[src/rtl/fb_arbiter_if.sv]
// Writer request channel and framebuffer RAM bus owned by fb_arbiter.
// wr_*: a transfer happens on each rising edge where wr_valid && wr_ready; the writer holds addr/data stable while valid.
interface fb_arbiter_if;
  logic        wr_valid;
  logic        wr_ready;
  logic [16:0] wr_addr;
  logic [11:0] wr_data;
  logic        mem_en;
  logic        mem_we;
  logic [16:0] mem_addr;
  logic [11:0] mem_wdata;
  logic [11:0] mem_rdata;

  modport slave (
    input  wr_valid, wr_addr, wr_data, mem_rdata,
    output wr_ready, mem_en, mem_we, mem_addr, mem_wdata
  );

  modport master (
    output wr_valid, wr_addr, wr_data, mem_rdata,
    input  wr_ready, mem_en, mem_we, mem_addr, mem_wdata
  );
endinterface

[src/rtl/fb_arbiter.sv]
// Single-port framebuffer arbiter: display fetch has absolute priority, queued writes
// fill the remaining slots. Pixels leave 2 clocks after the fetch decision, each word shown twice.
module fb_arbiter #(
  parameter int H_SRC    = 320,
  parameter int V_SRC    = 240,
  parameter int WQ_DEPTH = 4
) (
  input  logic        clk,
  input  logic        rst,
  input  logic [9:0]  h_cnt,
  input  logic [9:0]  v_cnt,
  input  logic        visible,
  fb_arbiter_if.slave bus,
  output logic [11:0] pixel_data,
  output logic        pixel_valid,
  output logic        wr_oor
);

  localparam int          PW      = $clog2(WQ_DEPTH);
  localparam logic [16:0] NUM_PIX = 17'(H_SRC * V_SRC);

  logic [16:0]   q_addr [WQ_DEPTH];
  logic [11:0]   q_data [WQ_DEPTH];
  logic [PW-1:0] wr_ptr, rd_ptr;
  logic [PW:0]   count;
  logic          ready_en;
  logic          full, empty, push, keep, pop, disp;
  logic [16:0]   y_src, x_src, disp_addr;
  logic          vis_d1, vis_d2, rd_live;
  logic [11:0]   pix_hold, pix_word;

  always_comb begin
    full         = (count == (PW+1)'(WQ_DEPTH));
    empty        = (count == '0);
    bus.wr_ready = ready_en && !full;
    push         = bus.wr_valid && bus.wr_ready;
    keep         = push && (bus.wr_addr < NUM_PIX);
    disp         = visible && !h_cnt[0];
    pop          = !disp && !empty;
    // Source is 2x downscaled; y*320 as (y<<8)+(y<<6) keeps the multiply off DSP blocks.
    y_src        = {7'd0, v_cnt} >> 1;
    x_src        = {7'd0, h_cnt} >> 1;
    disp_addr    = (y_src << 8) + (y_src << 6) + x_src;
  end

  // Queue storage carries no reset; the pointers alone decide what is valid.
  always_ff @(posedge clk) begin
    if (keep) begin
      q_addr[wr_ptr] <= bus.wr_addr;
      q_data[wr_ptr] <= bus.wr_data;
    end
  end

  always_ff @(posedge clk or negedge rst) begin
    if (!rst) begin
      ready_en      <= 1'b0;
      wr_ptr        <= '0;
      rd_ptr        <= '0;
      count         <= '0;
      wr_oor        <= 1'b0;
      bus.mem_en    <= 1'b0;
      bus.mem_we    <= 1'b0;
      bus.mem_addr  <= '0;
      bus.mem_wdata <= '0;
      vis_d1        <= 1'b0;
      vis_d2        <= 1'b0;
      rd_live       <= 1'b0;
      pix_hold      <= '0;
    end else begin
      ready_en <= 1'b1;
      if (keep) wr_ptr <= wr_ptr + 1'b1;
      if (pop)  rd_ptr <= rd_ptr + 1'b1;
      case ({keep, pop})
        2'b10:   count <= count + 1'b1;
        2'b01:   count <= count - 1'b1;
        default: count <= count;
      endcase
      if (push && !keep) wr_oor <= 1'b1;

      if (disp) begin
        bus.mem_en    <= 1'b1;
        bus.mem_we    <= 1'b0;
        bus.mem_addr  <= disp_addr;
        bus.mem_wdata <= '0;
      end else if (pop) begin
        bus.mem_en    <= 1'b1;
        bus.mem_we    <= 1'b1;
        bus.mem_addr  <= q_addr[rd_ptr];
        bus.mem_wdata <= q_data[rd_ptr];
      end else begin
        bus.mem_en    <= 1'b0;
        bus.mem_we    <= 1'b0;
        bus.mem_addr  <= '0;
        bus.mem_wdata <= '0;
      end

      vis_d1  <= visible;
      vis_d2  <= vis_d1;
      // rd_live marks the cycle mem_rdata carries a fresh fetch; hold it for the repeat pixel.
      rd_live <= bus.mem_en && !bus.mem_we;
      if (rd_live) pix_hold <= bus.mem_rdata;
    end
  end

  always_comb begin
    pix_word    = rd_live ? bus.mem_rdata : pix_hold;
    pixel_data  = vis_d2 ? pix_word : 12'd0;
    pixel_valid = vis_d2;
  end

endmodule

[src/flat_wrapper.sv]
// flat-port wrapper written by rule: the top's interface ports become plain ports
module fb_arbiter_flat 
#(
  parameter int H_SRC    = 320,
  parameter int V_SRC    = 240,
  parameter int WQ_DEPTH = 4
)
  (clk, rst, h_cnt, v_cnt, visible, pixel_data, pixel_valid, wr_oor, bus_wr_valid, bus_wr_addr, bus_wr_data, bus_mem_rdata, bus_wr_ready, bus_mem_en, bus_mem_we, bus_mem_addr, bus_mem_wdata);
  fb_arbiter_if bus_i ();
  input  logic clk;
  input  logic rst;
  input  logic [9:0] h_cnt;
  input  logic [9:0] v_cnt;
  input  logic visible;
  output logic [11:0] pixel_data;
  output logic pixel_valid;
  output logic wr_oor;
  input wire logic [$bits(bus_i.wr_valid)-1:0] bus_wr_valid;
  input wire logic [$bits(bus_i.wr_addr)-1:0] bus_wr_addr;
  input wire logic [$bits(bus_i.wr_data)-1:0] bus_wr_data;
  input wire logic [$bits(bus_i.mem_rdata)-1:0] bus_mem_rdata;
  output wire logic [$bits(bus_i.wr_ready)-1:0] bus_wr_ready;
  output wire logic [$bits(bus_i.mem_en)-1:0] bus_mem_en;
  output wire logic [$bits(bus_i.mem_we)-1:0] bus_mem_we;
  output wire logic [$bits(bus_i.mem_addr)-1:0] bus_mem_addr;
  output wire logic [$bits(bus_i.mem_wdata)-1:0] bus_mem_wdata;
  assign bus_i.wr_valid = bus_wr_valid;
  assign bus_i.wr_addr = bus_wr_addr;
  assign bus_i.wr_data = bus_wr_data;
  assign bus_i.mem_rdata = bus_mem_rdata;
  assign bus_wr_ready = bus_i.wr_ready;
  assign bus_mem_en = bus_i.mem_en;
  assign bus_mem_we = bus_i.mem_we;
  assign bus_mem_addr = bus_i.mem_addr;
  assign bus_mem_wdata = bus_i.mem_wdata;
  fb_arbiter #(.H_SRC(H_SRC), .V_SRC(V_SRC), .WQ_DEPTH(WQ_DEPTH)) u_core (.clk(clk), .rst(rst), .h_cnt(h_cnt), .v_cnt(v_cnt), .visible(visible), .bus(bus_i), .pixel_data(pixel_data), .pixel_valid(pixel_valid), .wr_oor(wr_oor));
endmodule
[config.mk]
export PLATFORM = sky130hd
export DESIGN_NAME = fb_arbiter_flat
export DESIGN_NICKNAME = d
export VERILOG_FILES = /design/src/rtl/fb_arbiter_if.sv /design/src/rtl/fb_arbiter.sv /design/src/flat_wrapper.sv
export SDC_FILE = /design/constraint.sdc
export NUM_CORES = 1
export LEC_CHECK = 0
export CAP_MARGIN = 40
export CORE_MARGIN = 5
export CORE_UTILIZATION = 45
export DETAILED_ROUTE_END_ITERATION = 8
export GPL_TIMING_DRIVEN = 1
export PLACE_DENSITY = 0.74
export SLEW_MARGIN = 20
export SYNTH_ARGS = -nofsm -noshare
export SYNTH_HDL_FRONTEND = slang
export SYNTH_SLANG_ARGS = --single-unit
export TNS_END_PERCENT = 10
[constraint.sdc]
create_clock -name clk -period 2.2 [get_ports clk]
set_clock_uncertainty 0.05 [all_clocks]
set_input_delay 0.22 -clock clk [delete_from_list [all_inputs] [get_ports clk]]
set_output_delay 0.22 -clock clk [all_outputs]
set_load 0.01 [all_outputs]
==> key figures, run 1 <==
Outcome
  – Status: completed

Routing
  – DRC viols: 0
  – Final ANT Viol Nets: 0
  – Vias/cell: 5.17
  – Initial DRC count: approximately 130
  – Total number of vias: 3821
  – WL final: 13.6 mm
  – Post-DR wirelength/cell: approximately 18 um
  – TritonRoute pass-1 iters: 4

Critical path
  – Crit start category: input port
  – Crit path DAT: 2.37 ns
  – Worst path cell trace: clkdlybuf4s50_1 > buf_4 > ha_1 > ha_1 > o21ai_1 > o21ai_2 > nand2_1 > o41a_1 > nand2_1
  – Crit Reg-Reg Endpoint: u_core.count[2]$_DFFE_PN0P_
  – Setup CP Type: input port to register
  – R2R cell count: 11
  – CP required: 2.50 ns
  – Worst reg-to-reg setup slack: between 0.15 and 0.2 ns
  – Crit. End Element: register
  – CP max stage cell: clkdlybuf4s50_1
  – Critical path's top delay family: compound AO/OA/AOI/OAI gates
  – Critical path buffers and inverters: 2
  – CP peak stage delay: 0.44 ns
  – Reg2reg start: u_core.count[0]$_DFFE_PN0P_
  – Worst Path Max Fanout: 4

Power
  – Power per cell area: 1130 nW/um^2
  – Pwr Total: 0.0103 W
  – Worst ir drop on vdd: about 0.76 mV
  – Lkg Pwr: around 3.5 nW

Placement
  – GPL Wtd Cong: 0.727
  – Input/output buffers: 109
  – Hpwl dp: 9.42 mm
  – Dpl ws: -0.590 ns
  – Dpl cells: between 700 and 800

GRT
  – Vias in the first global route: 4199
  – Initial antenna violation count: 1
  – Pin count of the biggest net entering global routing: 33
  – Remaining Overflow, GRT: 0
  – Total track usage: 0.159
  – First-pass GRT wire length: 21.7 mm

Cells and area
  – Final nets: 628
  – Ratio of cells with drive above 1 in the final layout: 0.240
  – Most frequent cells in the layout: edfxtp_1 (116), clkdlybuf4s50_1 (93), dfrtp_1 (53)
  – Antenna Cells: 0
  – Fin cells: 739
  – Most common cell after layout, fill and taps aside: edfxtp_1
  – Synth-to-Final Area Change: 33.6%

Floorplan
  – Width of the die: 133 um
  – Initial Util: 0.455
  – Die area: 17800 um^2
  – I/O pin cnt: approximately 110
  – Core Rows: 45
  – Core Region: between 15000 and 20000 um^2
  – Die Height: approximately 130 um

Clock tree
  – Max Buffers Root-to-Sink: 2
  – CTS tree: done
  – Clock sink count: 171
  – Postcts setup bufs: 0
  – Clock slew at reported path FFs: approximately 0.06 ns
  – Later-pin clock latency in the skew report: 0.41 ns
  – Depth of the CTS H-tree: 4
  – CTS buffer count: 17
  – Root buffer cell: clkbuf_16

Yosys
  – Yosys cell types: 38
  – Post-synthesis cell count: 380
  – Seq/Total Area, Yosys: 0.710
  – Async SR Flop Fraction: 0.322
  – Mean post-synth cell area: approximately 18 um^2
  – Seq cells post-synth: around 170
  – Main synth FF type: edfxtp_1
  – Post-Synthesis Cell Area: 6850 um^2
  – Synthesized Nets: 470
  – Post-synth EDFFs: 116
  – Ys Warns: 0

Timing
  – Period utilization: 0.942
  – Hold Vio Cnt, Final: 0
  – Final setup margin: roughly 0.13 ns
  – Slew at the pin with the worst max-slew slack: 0.595 ns
  – Fmax: 482 MHz
  – Worst slew margin: 0.603
  – Unrepaired setup endpoints after global routing: false
  – Minimum clock period: ~2.1 ns
  – WHS: 0.237 ns
  – Setup violations, final: 0
  – Final Max Slew Viols: 0

Hold path
  – Worst Hold Class: input port to register
  – Hold path endpoint: u_core.bus.mem_addr[6]$_DFF_PN0_
  – Worst hold start: v_cnt[1]
  – Hold Crit Depth: 4

Job
  – Max-Cap Viols: 0
report_power, final:
part	total [W]	internal (W)	switching (W)	leakage [nW]
logic	0.00315	0.00177	0.00138	1.53
clock network	0.00288	0.00171	0.00117	0.281
registers	0.00430	0.00406	0.000242	1.70
total	0.0103	0.00754	0.00279	3.51
synth_stat cells, types with 3 or more instances:
master / number / share of area
clkbuf_1: 6 / 0.0033
a21oi_1: 9 / 0.0066
o21ai_0: 8 / 0.0058
fa_1: 3 / 0.0088
dfrtp_1: 55 / 0.20
mux4_2: 29 / 0.095
and2_1: 28 / 0.026
nor2_1: 6 / 0.0033
xnor2_1: 3 / 0.0038
o31ai_1: 3 / 0.0033
edfxtp_1: 116 / 0.51
a22o_1: 9 / 0.012
o21a_1: 3 / 0.0033
nand2_1: 15 / 0.0082
mux2_2: 13 / 0.021
nand2b_1: 4 / 0.0037
ha_1: 22 / 0.040
xor2_1: 6 / 0.0077
buf_2: 3 / 0.0022
nor2b_1: 3 / 0.0027
inv_1: 14 / 0.0077
final cells by class:
cell class                 instances  area [um^2]
multi-input combinational        183         1940
fill                            1095         5890
timing repair buffer             151         1470
tap                              188          235
sequential                       171         4860
clock buffer                      19          443
clock inverter                    13          139
inverter                          14         52.6
worst max path at each step:
stage                                         to                        start  depth (start not counted)
2_1_floorplan      u_core.q_addr[1][0]$_DFFE_PP_  u_core.count[1]$_DFFE_PN0P_                          5
3_3_place_gp   u_core.bus.mem_addr[14]$_DFF_PN0_                     h_cnt[9]                         10
3_5_place_dp   u_core.bus.mem_addr[13]$_DFF_PN0_                     v_cnt[1]                          9
4_1_cts        u_core.bus.mem_addr[16]$_DFF_PN0_                     h_cnt[9]                         10
5_1_grt              u_core.count[2]$_DFFE_PN0P_              bus_wr_addr[10]                         12
6_report       u_core.bus.mem_addr[16]$_DFF_PN0_                     v_cnt[2]                          9
cells by family after synthesis:
kind of cell / count (synthesis) / share of synthesized area
fa+ha+maj: 25 / 0.0490
flops: 171 / 0.710
mux: 42 / 0.117
simple gates: 60 / 0.0479
xor+xnor: 9 / 0.0115
buf+inv: 26 / 0.0170
other cells: 1 / 0.000548
compound gates: 46 / 0.0473
metal layers:
metal  wire length (um)  GRT usage  up-vias
li1                   -          -     1771
met1               5470      0.189     1927
met2               7160      0.281      108
met3                824     0.0521       13
met4                107     0.0411        2
met5                 11          0        -
flip-flops by register name (all words and copies together) (netlist names):
register	count
u_core.vis_d1	1
u_core.pixel_valid	1
u_core.bus.mem_we	1
u_core.bus.mem_wdata	12
u_core.rd_ptr	2
u_core.bus.mem_addr	17
u_core.count	3
u_core.q_data	48
u_core.ready_en	1
u_core.pix_hold	12
u_core.wr_ptr	2
u_core.q_addr	68
u_core.wr_oor	1
u_core.bus.mem_en	1
u_core.rd_live	1
stage by stage:
step | cell area [um^2] | setup TNS, ns | util
4_1_cts | 9100 | 0 | 0.605
2_1_floorplan | 6850 | -3.74 | -
3_5_place_dp | 8490 | -33.16 | 0.565
6_report | 9140 | 0 | 0.608
5_1_grt | 9140 | 0 | 0.608
3_3_place_gp | 8490 | -33.41 | 0.565
what timing repair did:
action / CTS / global route
endpoints found under the hold margin: 22 / 0
setup endpoints to repair: 18 / 8
pin swaps: 9 / 7
gates resized for setup: 19 / 14
hold buffers: 1 / 0
tightest hold or removal path: stages:
cell	delay, ns
dlymetal6s2s_1	0.10
buf_4	0.11
ha_1	0.12
a22o_1	0.12
(Power assumes the default switching activity.)
==> inputs of run 2 (changes only) <==
HOLD_SLACK_MARGIN = 0.02   (was default)
PLACE_DENSITY = 0.77   (was 0.74)
clock period = 1.7 ns   (was 2.2 ns; I/O delays follow)
==> key figures, run 2 (same netlist as run 1, synthesis figures left out) <==
Outcome
  – Status: complete, but fails checks
  – Failing checks: negative setup slack

GRT
  – Remaining Overflow, GRT: 0 (unchanged)
  – Pin count of the biggest net entering global routing: 33 (unchanged)
  – Vias in the first global route: 4414 (+5.1%)
  – Total track usage: 0.170 (+0.0104)
  – Initial antenna violation count: 2 (+1)
  – First-pass GRT wire length: 22.9 mm (+5.6%)

Power
  – Psw: 0.00377 W (+35%)
  – Sw frac: 0.268 (-0.00261)
  – Int Pwr: 0.0103 W (+37%)
  – Sequential Power Share: 0.395 (-0.021)
  – Logic gate share of total power: 0.350 (+0.045)
  – Power per cell area: 1470 nW/um^2 (+30%)
  – Lkg Pwr: 3.68 nW (+4.9%)
  – Worst ir drop on vdd: 0.835 mV (+9.8%)
  – Clock share of power: 0.255 (-0.024)

Timing
  – Unrepaired setup endpoints after global routing: true
  – Minimum clock period: around 1.9 ns
  – WHS: 0.128 ns (-0.109 ns)
  – Fmax: 527 MHz
  – Final setup margin: -0.198 ns (-0.325 ns)
  – Hold Vio Cnt, Final: 0 (unchanged)
  – Period utilization: 1.12
  – Post-route setup TNS: -7.98 ns (-7.98 ns)
  – Setup violations, final: 134 (+134)
  – Final Max Slew Viols: 0 (unchanged)

Routing
  – Initial DRC count: 162 (+21%)
  – Vias/cell: 5.14 (-0.57%)
  – WL final: 14.3 mm (+5.1%)
  – DRC viols: 0 (unchanged)
  – Post-DR wirelength/cell: 18.6 um (+1.4%)
  – TritonRoute pass-1 iters: 4 (unchanged)
  – Total number of vias: 3938 (+3.1%)
  – Final ANT Viol Nets: 0 (unchanged)

Hold path
  – Worst Hold Class: input port to register

Cells and area
  – # fillers: 1048 (-4.3%)
  – FF+latch area: 4860 um^2 (about the same)
  – Ratio of cells with drive above 1 in the final layout: 0.355 (+0.115)
  – Final Util: 0.637 (+0.0285)
  – Largest register FFs: 68 (unchanged)
  – Final nets: 655 (+4.3%)
  – Antenna Cells: 0 (unchanged)
  – Synth-to-Final Area Change: 39.8%
  – Most common cell after layout, fill and taps aside: edfxtp_1
  – Fin cells: 766 (+3.7%)
  – Largest register by flop count: u_core.q_addr
  – Largest registers: u_core.q_addr: 68 flops, u_core.q_data: 48 flops, u_core.bus.mem_addr: 17 flops
  – Most frequent cells in the layout: edfxtp_1 (116), clkdlybuf4s50_1 (83), buf_4 (55)
  – Multi-input gate area: 2140 um^2 (+10%)

Clock tree
  – CTS buffer count: 17 (unchanged)
  – Clock sink count: 171 (unchanged)
  – Later-pin clock latency in the skew report: 0.42 ns (about the same)
  – Depth of the CTS H-tree: 4 (unchanged)
  – CTS tree: done
  – Max Buffers Root-to-Sink: 2 (unchanged)
  – Clock slew at reported path FFs: 0.06 ns (about the same)
  – Root buffer cell: clkbuf_16

Floorplan
  – Die Height: 133 um (unchanged)
  – Die area: 17800 um^2 (unchanged)
  – Core Region: 15000 um^2 (unchanged)
  – I/O pin cnt: 111 (unchanged)
  – Width of the die: 133 um (unchanged)
  – Core Rows: 45 (unchanged)
  – Initial Util: 0.455 (unchanged)

Placement
  – Dpl cells: 722 (+2.3%)
  – Hpwl dp: 9.84 mm (+4.4%)
  – Input/output buffers: 109 (unchanged)
  – GPL Wtd Cong: 0.752 (+3.4%)

Critical path
  – Worst Path Max Fanout: 3 (-1)
  – Setup CP Type: register to register
  – CP required: 1.99 ns (-0.51 ns)
  – Crit. End Element: register
  – Crit start category: register
  – Crit path DAT: 2.19 ns (-0.18 ns)

Job
  – Max-Cap Viols: 0 (unchanged)
==> run 2: cell types whose count changed in the layout (fill, tap and decap cells not counted), moves of 7 or more <==
| cell | change |
|---|---|
| buf_4 | +20 |
| buf_6 | +16 |
| and2_4 | +15 |
| and2_1 | -14 |
| mux2_2 | -12 |
| mux2_4 | +12 |
| clkdlybuf4s50_1 | -10 |
| ha_1 | -8 |
| clkbuf_1 | +7 |
==> run 2: routing by layer <==
layer	global-route usage	part of all wire	wire [um]	vias to the layer above
met5	0	0.0013	19	-
met4	0.0651	0.019	269	4
met3	0.0483	0.050	714	25
met2	0.302	0.53	7610	95
met1	0.194	0.40	5650	1992
li1	-	-	-	1822
==> run 2: metrics by stage <==
stage               worst slack, ns  power [W]  area [um^2]
finish                       -0.198     0.0141         9570
detailed placement           -0.924     0.0102         8740
CTS                          -0.251     0.0140         9400
global placement             -0.818     0.0100         8740
floorplan                    -0.208    0.00806         6930
global route                 -0.284     0.0148         9570
==> run 2: power groups by stage <==
stage                     Sequential, W  Clock [W]  Combinational (W)
after CTS                       0.00557    0.00367            0.00472
after detailed placement        0.00564          0            0.00455
after global routing            0.00564    0.00386            0.00535
final                           0.00557    0.00358            0.00493
after floorplan                 0.00574          0            0.00232
after global placement          0.00558          0            0.00442
==> run 2: timing repair <==
action                                  4_1_cts  5_1_grt
resized for setup                           101       44
gates cloned                                  1        0
hold buffers                                  1        0
endpoints found under the setup margin      140      137
buffers inserted                              6        6
hold endpoints to repair                     15        0
pin swaps                                    17       12
==> run 2: path summary, 6_finish.rpt <==
| check | slack [ns] | startpoint | cells past startpoint | to |
|---|---|---|---|---|
| worst max register to register | -0.20 | u_core.count[0]$_DFFE_PN0P_ | 11 | u_core.count[2]$_DFFE_PN0P_ |
| worst min register to register | 0.31 | u_core.vis_d1$_DFF_PN0_ | 0 | u_core.pixel_valid$_DFF_PN0_ |
| max in group asynchronous | 0.89 | rst | 3 | u_core.pixel_valid$_DFF_PN0_ |
| worst max-delay path | -0.20 | u_core.count[0]$_DFFE_PN0P_ | 11 | u_core.count[2]$_DFFE_PN0P_ |
| min in group asynchronous | 0.18 | rst | 2 | u_core.bus.mem_wdata[11]$_DFF_PN0_ |
| worst min-delay path | 0.13 | bus_wr_addr[12] | 1 | u_core.q_addr[1][12]$_DFFE_PP_ |
==> run 2: cell type report <==
type	count	share of cell area
Clock buffer	25	0.0476
Clock inverter	7	0.00967
Inverter	14	0.00549
Multi-Input combinational cell	183	0.224
Sequential cell	171	0.508
Tap cell	188	0.0246
Timing Repair Buffer	178	0.181
==> run 2: worst max-delay path, stage by stage, from the launching register on <==
cell	delay, ns
dfrtp_1	0.40
inv_2	0.09
a31oi_4	0.10
nand2_2	0.11
nor2b_4	0.05
inv_2	0.05
ha_4	0.12
inv_2	0.04
fa_2	0.35
xor2_1	0.17
nor2_1	0.14
xor2_1	0.15
